$ cat config.mk
export PLATFORM = sky130hd
export DESIGN_NAME = z16_writeback_unit
export DESIGN_NICKNAME = d
export VERILOG_FILES = /design/src/rtl/z16_writeback_unit.sv
export SDC_FILE = /design/constraint.sdc
export NUM_CORES = 1
export LEC_CHECK = 0
export CORE_MARGIN = 3
export CORE_UTILIZATION = 56
export CTS_CLUSTER_SIZE = 12
export DETAILED_ROUTE_END_ITERATION = 12
export DONT_BUFFER_PORTS = 1
export GPL_TIMING_DRIVEN = 1
export PLACE_DENSITY = 0.73
export SYNTH_ARGS = -nofsm -noshare
export SYNTH_HDL_FRONTEND = slang
export SYNTH_SLANG_ARGS = --single-unit
$ cat constraint.sdc
create_clock -name i_clk -period 3.3 [get_ports i_clk]
set_input_delay 0.495 -clock i_clk [delete_from_list [all_inputs] [get_ports i_clk]]
set_output_delay 0.495 -clock i_clk [all_outputs]
set_load 0.03 [all_outputs]
$ cat src/rtl/z16_writeback_unit.sv
// z16_writeback_unit: writeback merge of ALU results and buffered loads into
// the single register-file write port, with starvation guard and an optional
// pending-load scoreboard (enabled by defining Z16_WB_SCOREBOARD_EN).
module z16_writeback_unit #(
  parameter int unsigned DATA_W       = 16,
  parameter int unsigned LDQ_DEPTH    = 2,
  parameter int unsigned STARVE_LIMIT = 3
) (
  input  logic              i_clk,
  input  logic              i_rst,
  input  logic              i_alu_valid,
  input  logic [3:0]        i_alu_rd_addr,
  input  logic [DATA_W-1:0] i_alu_data,
  output logic              o_alu_stall,
  input  logic              i_ld_valid,
  output logic              o_ld_ready,
  input  logic [3:0]        i_ld_rd_addr,
  input  logic [DATA_W-1:0] i_ld_data,
  input  logic              i_ld_issue_valid,
  input  logic [3:0]        i_ld_issue_addr,
  output logic [15:0]       o_busy,
  output logic [3:0]        o_rd_addr,
  output logic              o_rd_we,
  output logic [DATA_W-1:0] o_rd_data
);

  localparam int unsigned PTR_W = (LDQ_DEPTH > 1) ? $clog2(LDQ_DEPTH) : 1;
  localparam int unsigned CNT_W = PTR_W + 1;
  localparam int unsigned STV_W = $clog2(STARVE_LIMIT + 1);

  logic [3:0]        r_q_addr [LDQ_DEPTH];
  logic [DATA_W-1:0] r_q_data [LDQ_DEPTH];
  logic [PTR_W-1:0]  r_wr_ptr;
  logic [PTR_W-1:0]  r_rd_ptr;
  logic [CNT_W-1:0]  r_count;
  logic [STV_W-1:0]  r_starve;

  logic w_full;
  logic w_empty;
  logic w_push;
  logic w_pop;
  logic w_alu_win;
  logic [3:0]        w_head_addr;
  logic [DATA_W-1:0] w_head_data;

  assign w_full      = (r_count == CNT_W'(LDQ_DEPTH));
  assign w_empty     = (r_count == '0);
  assign w_head_addr = r_q_addr[r_rd_ptr];
  assign w_head_data = r_q_data[r_rd_ptr];

  // Ready depends only on occupancy; held low while in reset
  assign o_ld_ready = !i_rst && !w_full;
  assign w_push     = i_ld_valid && o_ld_ready;

  // Arbitration: ALU first unless the waiting load has been starved too long
  always_comb begin
    w_alu_win   = 1'b0;
    w_pop       = 1'b0;
    o_alu_stall = 1'b0;
    if (!i_rst) begin
      w_alu_win   = i_alu_valid && (r_starve < STV_W'(STARVE_LIMIT));
      w_pop       = !w_alu_win && !w_empty;
      o_alu_stall = i_alu_valid && !w_alu_win;
    end
  end

  // Load FIFO payload storage (no reset needed, validity tracked by r_count)
  always_ff @(posedge i_clk) begin
    if (w_push) begin
      r_q_addr[r_wr_ptr] <= i_ld_rd_addr;
      r_q_data[r_wr_ptr] <= i_ld_data;
    end
  end

  // FIFO pointers, occupancy and starvation counter
  always_ff @(posedge i_clk) begin
    if (i_rst) begin
      r_wr_ptr <= '0;
      r_rd_ptr <= '0;
      r_count  <= '0;
      r_starve <= '0;
    end else begin
      if (w_push) r_wr_ptr <= r_wr_ptr + PTR_W'(1);
      if (w_pop)  r_rd_ptr <= r_rd_ptr + PTR_W'(1);
      if (w_push && !w_pop)      r_count <= r_count + CNT_W'(1);
      else if (w_pop && !w_push) r_count <= r_count - CNT_W'(1);
      if (w_pop || w_empty)
        r_starve <= '0;
      else if (w_alu_win && (r_starve < STV_W'(STARVE_LIMIT)))
        r_starve <= r_starve + STV_W'(1);
    end
  end

  // Registered write port; destination r0 is consumed but never enabled
  always_ff @(posedge i_clk) begin
    if (i_rst) begin
      o_rd_addr <= '0;
      o_rd_we   <= 1'b0;
      o_rd_data <= '0;
    end else if (w_alu_win) begin
      o_rd_addr <= i_alu_rd_addr;
      o_rd_data <= i_alu_data;
      o_rd_we   <= (i_alu_rd_addr != 4'd0);
    end else if (w_pop) begin
      o_rd_addr <= w_head_addr;
      o_rd_data <= w_head_data;
      o_rd_we   <= (w_head_addr != 4'd0);
    end else begin
      o_rd_we   <= 1'b0;
    end
  end

`ifdef Z16_WB_SCOREBOARD_EN
  logic [15:0] r_busy;
  logic [15:0] w_set;
  logic [15:0] w_clr;

  // Set/clear masks; a new issue overrides a same-cycle clear
  always_comb begin
    w_set = '0;
    w_clr = '0;
    if (i_ld_issue_valid && (i_ld_issue_addr != 4'd0))
      w_set = 16'(1) << i_ld_issue_addr;
    if (w_pop)
      w_clr = 16'(1) << w_head_addr;
  end

  // Pending-load scoreboard; bit 0 is never set
  always_ff @(posedge i_clk) begin
    if (i_rst) r_busy <= '0;
    else       r_busy <= ((r_busy & ~w_clr) | w_set) & 16'hFFFE;
  end

  assign o_busy = r_busy;
`else
  logic w_unused_issue;
  assign w_unused_issue = ^{i_ld_issue_valid, i_ld_issue_addr};
  assign o_busy = '0;
`endif

endmodule

* Yosys cells after proc, flatten, opt, wreduce, memory -nomap -nowiden
Memory sizes are Yosys's and may differ from the RTL's. A register that Yosys moved wholly into a read port is not among the register bits. Cells that the tools add are included.
Operators by class: $add $sub $neg 5, multipliers 0, div/mod/pow operators 0, $lt $le $gt $ge 1, eq/ne operators 1, shift operators 0, mux-type cells 17, bitwise gates (word level) 0, reduce and logical (&&, ||, !) cells 21
Operator list (count):
- 16-bit two-way mux | 2
- 1-bit two-way mux | 11
- 1-bit logical AND | 8
- 4-bit two-way mux | 2
- 4-bit nonzero test | 2
- 1-bit zero test | 6
- 2-bit by 1-bit adder with 2-bit output, second input constant | 2
- 2-bit two-way mux | 2
- 2-bit nonzero test | 2
- 1-bit adder, second input constant | 2
- 2-bit equality test, second input constant | 1
- 2-bit zero test | 1
- 2-bit < comparator, second input constant | 1
- 2-bit OR reduction | 1
- 2-bit by 1-bit subtractor with 2-bit output, second input constant | 1
- 1-bit logical OR | 1
Word-level totals: flip-flop bits (word level) 27, latch bits 0, RAM bits 40, memory bits (read-only) 0, input bits 49, output and inout port bits 39, logic and storage cells 54, memories 2
Memory list:
- r_q_data | words 2, width 16, read ports 1, clocked after Yosys merged registers in 1, wr ports 1, RTL line 32 | logic [DATA_W-1:0] r_q_data [LDQ_DEPTH];
- r_q_addr | words 2, width 4, read ports 1, clocked after Yosys merged registers in 1, wr ports 1, RTL line 31 | logic [3:0] r_q_addr [LDQ_DEPTH];

* Longest topological paths before layout
Gate-level depths: netlist of the first run.
word-level depth 8, depth in mapped cells 7, depth with buffers taken out 7

* Least setup slack after synthesis of the first run
OpenSTA, ideal clock, no wires.
path type input -> register, start input port i_rst, end memory r_q_addr[0][0] (enable), library setup time 451 ps, data arrival time 2751 ps, required time 2849 ps, setup slack 97 ps, stages 2, buffers on the path 1, path through buf_2 -> nor4_1
Between the ends: longest elaborated chain between the ends 5
RTL lines:
- start, declared | RTL line 10 | input logic i_rst,
- 1-bit zero test
- 1-bit logical AND | RTL line 52 | assign o_ld_ready = !i_rst && !w_full;
- 1-bit logical AND | RTL line 53 | assign w_push = i_ld_valid && o_ld_ready;
- 1-bit two-way mux | RTL line 69 | if (w_push) begin
- 1-bit two-way mux (not written as such) | RTL line 70 | r_q_addr[r_wr_ptr] <= i_ld_rd_addr;
- end, declared | RTL line 31
Every way passes these cells.

* Worst setup path after layout of the first run
start register r_starve[0], end register o_rd_data[3]
Between the ends: longest elaborated chain between the ends 6, elaborated cells on any way between the ends 8, those cells by class order compare: 1; mux: 3; reduce/logical: 4
RTL lines:
- start, declared | RTL line 36 | logic [STV_W-1:0] r_starve;
- start signal, assigned | RTL line 90 | r_starve <= r_starve + STV_W'(1);
- 2-bit < comparator * | RTL line 61 | w_alu_win = i_alu_valid && (r_starve < STV_W'(STARVE_LIMIT));
- 1-bit logical AND * | RTL line 61
- 1-bit zero test | RTL line 62 | w_pop = !w_alu_win && !w_empty;
- 1-bit logical AND | RTL line 62
- 1-bit two-way mux | RTL line 60 | if (!i_rst) begin
- 2-bit nonzero test (no line)
- end signal, assigned | RTL line 102 | o_rd_data <= i_alu_data;
- end signal, assigned | RTL line 106 | o_rd_data <= w_head_data;
- end, declared | RTL line 24 | output logic [DATA_W-1:0] o_rd_data
Mark *: on every way between the ends. The rest lies on a longest branch, timed or not. A chain may end at the register's enable or synchronous reset.

==> metrics.yaml, run 1 <==
grt_start_max_net_pins: 23
clkTransAtPathRegs_ps: 70
crit_family: "simple AND/OR/NAND/NOR gates"
yosysWarningCount: 0
final_cell_mix: "40 x edfxtp_1, 28 x dfxtp_1, 20 x mux2i_1, 20 x o2bb2ai_1, 17 x mux2_2"
cpMaxStageDelayCell: "or3b_1"
switching_share_pct: 25.87
routed_via_density: 5.674
clock.fmax_mhz: 488.7
cp-end-kind: "flip-flop"
routed_wire_length_per_instance_um: 19.13
antenna_found_initial: 0
post-place-cells: 251
tns_ps: 0
wl_met3_um: 530
first_iter_violations: 110
worst-path-buf-inv: 1
ant_nets: 0
insertion_delay_ps: 330
wl_met1_mm: 1.919
p_comb_share_pct: 10.5
dieHeight_um: 76.59
intPower_w: 0.001593
post-route-drc-count: 0
post_cts_buffers: 0
final_nets: 246
ir_drop_mv: 0.4017
fill_cells: 367
cts_sinks: 68
synth-seq-cells: 68
dp_hpwl_mm: 3.483
first_global_vias: 1604
dr.pass1.iters: 4
crit_required_ps: 3480
num_rows: 25
place_congestion: 0.7933
arrival_ps: 2230
grt_overflow: 0
cts_made_buffers: 9
power.switching_w: 0.0005559
clockBufferDepth: 2
ys_types: 32
via_count: 1515
max_cap_violations: 0
final_util_pct: 63.84
path_cells: "ha_1 > or3b_1 > buf_4 > mux2i_1 > o2bb2ai_1"
io_buffer_count: 0
syn_to_final_growth_pct: 8.789
cts.htree.levels: 3
setup_viol: 0
top_layer: "met4"
grt_pass1_wl_mm: 7.866
fin_total_pwr_w: 0.002149
tightest_slew_ps: 1046
grt_setup_unrepaired: "no"
drive_above_1_share_pct: 19.00
die_width_um: 76.59
finalHoldViolations: 0
setup.worst_path.start_class: "flip-flop"
cts_tree: "done"
slew_viol_final: 0
initial_core_util_pct: 58.68
fp.coreArea_um2: 4755
post-route-period-util_pct: 62.01
grtUsageTotal_pct: 18.24
hold_class: "in2reg"
power_density_nw_per_um2: 708.0
min_period_ps: 2046
hold_slack_ps: 224.2
critical_path.max_stage_delay_ps: 750
die-area_um2: 5865
seq_power_share_pct: 52.5
synthCells: 191
cp_max_fo: 16
cts_hold_buf: 0
layout_commonest_cell: "edfxtp_1"
final.setup_skew_ps: 7.437
ys_seq_area_share_pct: 63.14
pin_count: 88
status: "complete, no violations"
leakagePower_nw: 1.146
cts_resized: 0
avgSynthCellArea_um2: 14.61
crit_type: "reg2reg"
antenna_cells: 0
syn_area_um2: 2790
pwr-share-clk_pct: 37.0
max-slew-margin-rel_pct: 30.20
drt_wl_total_mm: 5.107
wl_met2_mm: 2.526
fin_cells: 267
root_buffer: "clkbuf_8"
synthesized netlist by cell type, drive strengths merged:
cell type,n,area (um^2)
o31ai,1,7.510
mux2i,20,200.2
conb,1,3.750
o31a,1,8.760
edfxtp,40,1201
and3,1,6.260
o21a,1,7.510
nor3,3,15.01
a21oi,3,15.01
ha,2,25.02
nor2,4,15.01
o22ai,1,6.260
inv,2,7.510
o2bb2ai,20,175.2
or3,3,18.77
o21ai,2,10.00
nor4,4,25.02
xor2,2,17.52
nor3b,1,12.51
a22o,1,8.760
mux2,20,225.2
nor2b,2,12.51
clkbuf,2,7.510
and2,1,6.260
buf,24,182.7
dfxtp,28,560.5
or3b,1,8.760
power by group through the flow:
stage,Combinational (W),Clock (W),Sequential [W]
floorplan,0.000219,0,0.00111
global placement,0.000216,0,0.00114
detailed placement,0.000226,0,0.00115
CTS,0.000227,0.000808,0.00113
global route,0.000249,0.000849,0.00114
finish,0.000226,0.000794,0.00113
registers in the layout, summed over array words and instances (netlist names), named ones only:
| signal | flops |
|---|---|
| r_q_data | 32 |
| o_rd_data | 16 |
| r_q_addr | 8 |
| o_rd_addr | 4 |
| r_count | 2 |
| r_starve | 2 |
| o_rd_we | 1 |
| r_rd_ptr | 1 |
| r_wr_ptr | 1 |
stage by stage:
step / cell area (um^2) / setup slack [ps]
after floorplan: 2846 / 97.33
after global placement: 2796 / 1305
after detailed placement: 2796 / 1242
after CTS: 3035 / 1227
after global routing: 3035 / 1132
final: 3035 / 1254
cell type report:
class	count	area (um^2)	area share [%]
clock buffers	10	137.6	4.534
clock inverters	6	101.3	3.339
inverters	2	7.507	0.2473
multi-input cells	110	913.4	30.09
flip-flops and latches	68	1762	58.04
well taps	67	83.83	2.762
repair buffers	4	30.03	0.9893
path summary, 6_finish.rpt:
kind	startpoint	endpoint	slack [ps]	cells after the start
worst max-delay path	r_starve[0]	o_rd_data[3]	1250	5
worst min-delay path	i_rst	r_count[1]	220	1
worst max register to register	r_starve[0]	o_rd_data[3]	1250	5
worst min register to register	r_starve[0]	r_starve[0]	430	1
logic make-up (layout without fill, tap and decap cells):
logic type,count (synthesis),count (layout),share of synthesized area [%]
AND/OR/NAND/NOR,20,20,4.305
XOR/XNOR,2,2,0.6279
AO/OA/AOI/OAI,30,30,8.565
adder cells (fa/ha/maj),2,2,0.8967
other,1,16,0.1344
flip-flops,68,68,63.14
multiplexers,40,40,15.25
buffers and inverters,28,22,7.085
per-layer routing:
layer	track usage, %	vias up
li1	-	701
met1	18.37	732
met2	30.40	71
met3	8.392	11
met4	11.59	0
met5	0	-
Note: power is estimated with default switching activity, not from simulation.
==> inputs of run 2 (changes only) <==
Settings changed: ABC_AREA from default to 1, CORE_UTILIZATION 56 to 60, PLACE_DENSITY 0.73 to 0.75.
Clock period 3.3 ns to 1.9 ns, I/O delays scaled along.
==> run 2 against run 1 <==
Final cell count increased by 64%. Clock skew decreased by 1.2 ps. Worst setup slack got worse by 1000 ps. Clock-buffer cell count decreased by 1. Final area increased by 9.6%. Largest cell class unchanged.
==> metrics.yaml, run 2 <==
status: "complete, no violations"
cts_tree: "done"
pwr-share-clk_pct: 32.0
tns_ps: 0
final_cell_mix: "141 x nand2_1, 54 x nor2_1, 40 x edfxtp_1, 28 x dfxtp_1, 21 x nand3b_1"
clockBufferDepth: 2
antenna_cells: 0
antenna_found_initial: 0
min_period_ps: 1643
intPower_w: 0.002458
cts_made_buffers: 9
yosysMostFrequentCell: "nand2_1"
avgSynthCellArea_um2: 8.601
synth_area_leaders: "edfxtp_1 38%, dfxtp_1 18%, nand2_1 17%"
synth.area.mux_share_pct: 0
first_iter_violations: 123
ys.flop_type: "edfxtp_1"
dieHeight_um: 78.34
cp_max_fo: 2
post_cts_buffers: 0
root_buffer: "clkbuf_8"
via_count: 2169
synth_area_leader_cell: "edfxtp_1"
synthTopCellsByCount: "141 x nand2_1, 54 x nor2_1, 40 x edfxtp_1"
cts_sinks: 68
final_nets: 418
final.setup_skew_ps: 6.201
synth-compound-area-share_pct: 0.6377
synthCells: 365
crit_required_ps: 1620
pin_count: 88
ant_nets: 0
grt_overflow: 0
place_congestion: 0.8304
leakagePower_nw: 1.504
drive_above_1_share_pct: 8.333
synth-seq-cells: 68
synth_top_family_by_area: "simple AND/OR/NAND/NOR gates"
dpl_cell_area_um2: 3137
switching_share_pct: 29.80
layout_commonest_cell: "nand2_1"
io_buffer_count: 0
finalHoldViolations: 0
stdcell_area_um2: 3328
grt_start_max_net_pins: 24
clkTransAtPathRegs_ps: 70
post-route-drc-count: 0
largest_register: "r_q_data"
async_reset_ff_share_pct: 0
synth_simple_gate_area_share_pct: 33.00
setup_viol: 0
yosysWarningCount: 0
p_comb_share_pct: 15.2
cts_resized: 0
power_density_nw_per_um2: 1052
grtUsageTotal_pct: 19.84
ir_drop_mv: 0.7878
routed_wire_length_per_instance_um: 12.95
dp_hpwl_mm: 3.866
biggestRegsByFlops: "r_q_data: 32 flops, o_rd_data: 16 flops, r_q_addr: 8 flops"
hold_class: "in2reg"
arrival_ps: 1360
slew_viol_final: 0
die-area_um2: 6136
syn_area_um2: 3139
grt_setup_unrepaired: "no"
power.switching_w: 0.001043
grt_pass1_wl_mm: 9.356
synth_xor_area_share_pct: 0
max-slew-margin-rel_pct: 59.95
fp.coreArea_um2: 4880
setup.worst_path.start_class: "flip-flop"
drt_wl_total_mm: 5.686
cts.htree.levels: 3
first_global_vias: 2065
syn_to_final_growth_pct: 6.018
dr.pass1.iters: 4
ys_types: 19
crit_type: "reg2out"
ys_seq_area_share_pct: 56.12
synth_top_area_share_pct: 38.26
largest_register_ffs: 32
die_width_um: 78.34
insertion_delay_ps: 330
seq_power_share_pct: 52.8
num_rows: 25
cp-end-kind: "output pin"
synth_edf_count: 40
post-route-period-util_pct: 86.48
initial_core_util_pct: 64.33
clock.fmax_mhz: 608.6
routed_via_density: 4.941
synth_fa_ha_area_share_pct: 0.7971
max_cap_violations: 0
cts_hold_buf: 0
tightest_slew_ps: 600.1
run 2: changes by cell type in the layout (fill, tap and decap cells not counted), sizes merged, moves of 20 or more:
cell | previous run | this run
nand2 | 0 | 141
nor2 | 4 | 55
nand3b | 0 | 21
mux2 | 20 | 0
mux2i | 20 | 0
nand4 | 0 | 20
o2bb2ai | 20 | 0
run 2: critical path, stage by stage (launching register included):
cell and delay, ps:
dfxtp_1 350, ha_1 170, nand2_1 80, nor2_1 430
run 2: layout make-up:
class / count / area [um^2]
Sequential cell: 68 / 1762
Clock inverter: 7 / 67.56
Tap cell: 67 / 83.83
Clock buffer: 9 / 123.9
Inverter: 14 / 52.55
Fill cell: 410 / 1551
Multi-Input combinational cell: 261 / 1141
Timing Repair Buffer: 13 / 97.59
run 2: cell families (layout without fill, tap and decap cells):
kind of cell,count (synthesis),after routing
buffers and inverters,51,43
adder cells (fa/ha/maj),2,2
other,1,16
flip-flops,68,68
AND/OR/NAND/NOR,239,239
AO/OA/AOI/OAI,4,4
run 2: path summary, 6_finish.rpt:
kind / cells past startpoint / end / start / slack (ps)
worst min register to register: 1 / r_starve[0] / r_starve[0] / 440
worst min-delay path: 0 / r_q_data[1][6] / i_ld_data[6] / 40
worst max register to register: 9 / r_count[1] / r_count[0] / 360
worst max-delay path: 3 / o_alu_stall / r_starve[0] / 260
run 2: power groups by stage:
stage | logic, W | clock network (W) | registers (W)
after floorplan | 0.000476 | 0 | 0.00187
after global routing | 0.000618 | 0.00120 | 0.00186
after global placement | 0.000522 | 0 | 0.00188
after detailed placement | 0.000527 | 0 | 0.00188
final | 0.000532 | 0.00112 | 0.00185
after CTS | 0.000532 | 0.00114 | 0.00185
run 2: stage by stage:
stage          setup WS, ps  cells  utilization, %  power, W  hold WS, ps
2_1_floorplan         29.76    380               -  0.002343        383.9
3_3_place_gp          433.9    423           64.28  0.002401        384.0
3_5_place_dp          374.1    423           64.28  0.002410        384.0
4_1_cts               253.5    439           68.21  0.003520        38.50
5_1_grt               214.0    439           68.21  0.003683        25.19
6_report              256.9    439           68.21  0.003501        43.28
run 2: metal layers:
layer  part of all wire [%]  GRT usage (%)  vias up  wire length, um
li1                       -              -     1145                -
met4                    2.4          9.091        0              138
met3                    8.1          6.422       13              459
met2                     46          30.99       94             2592
met5                      0              0        -                0
met1                     44          25.17      917             2496
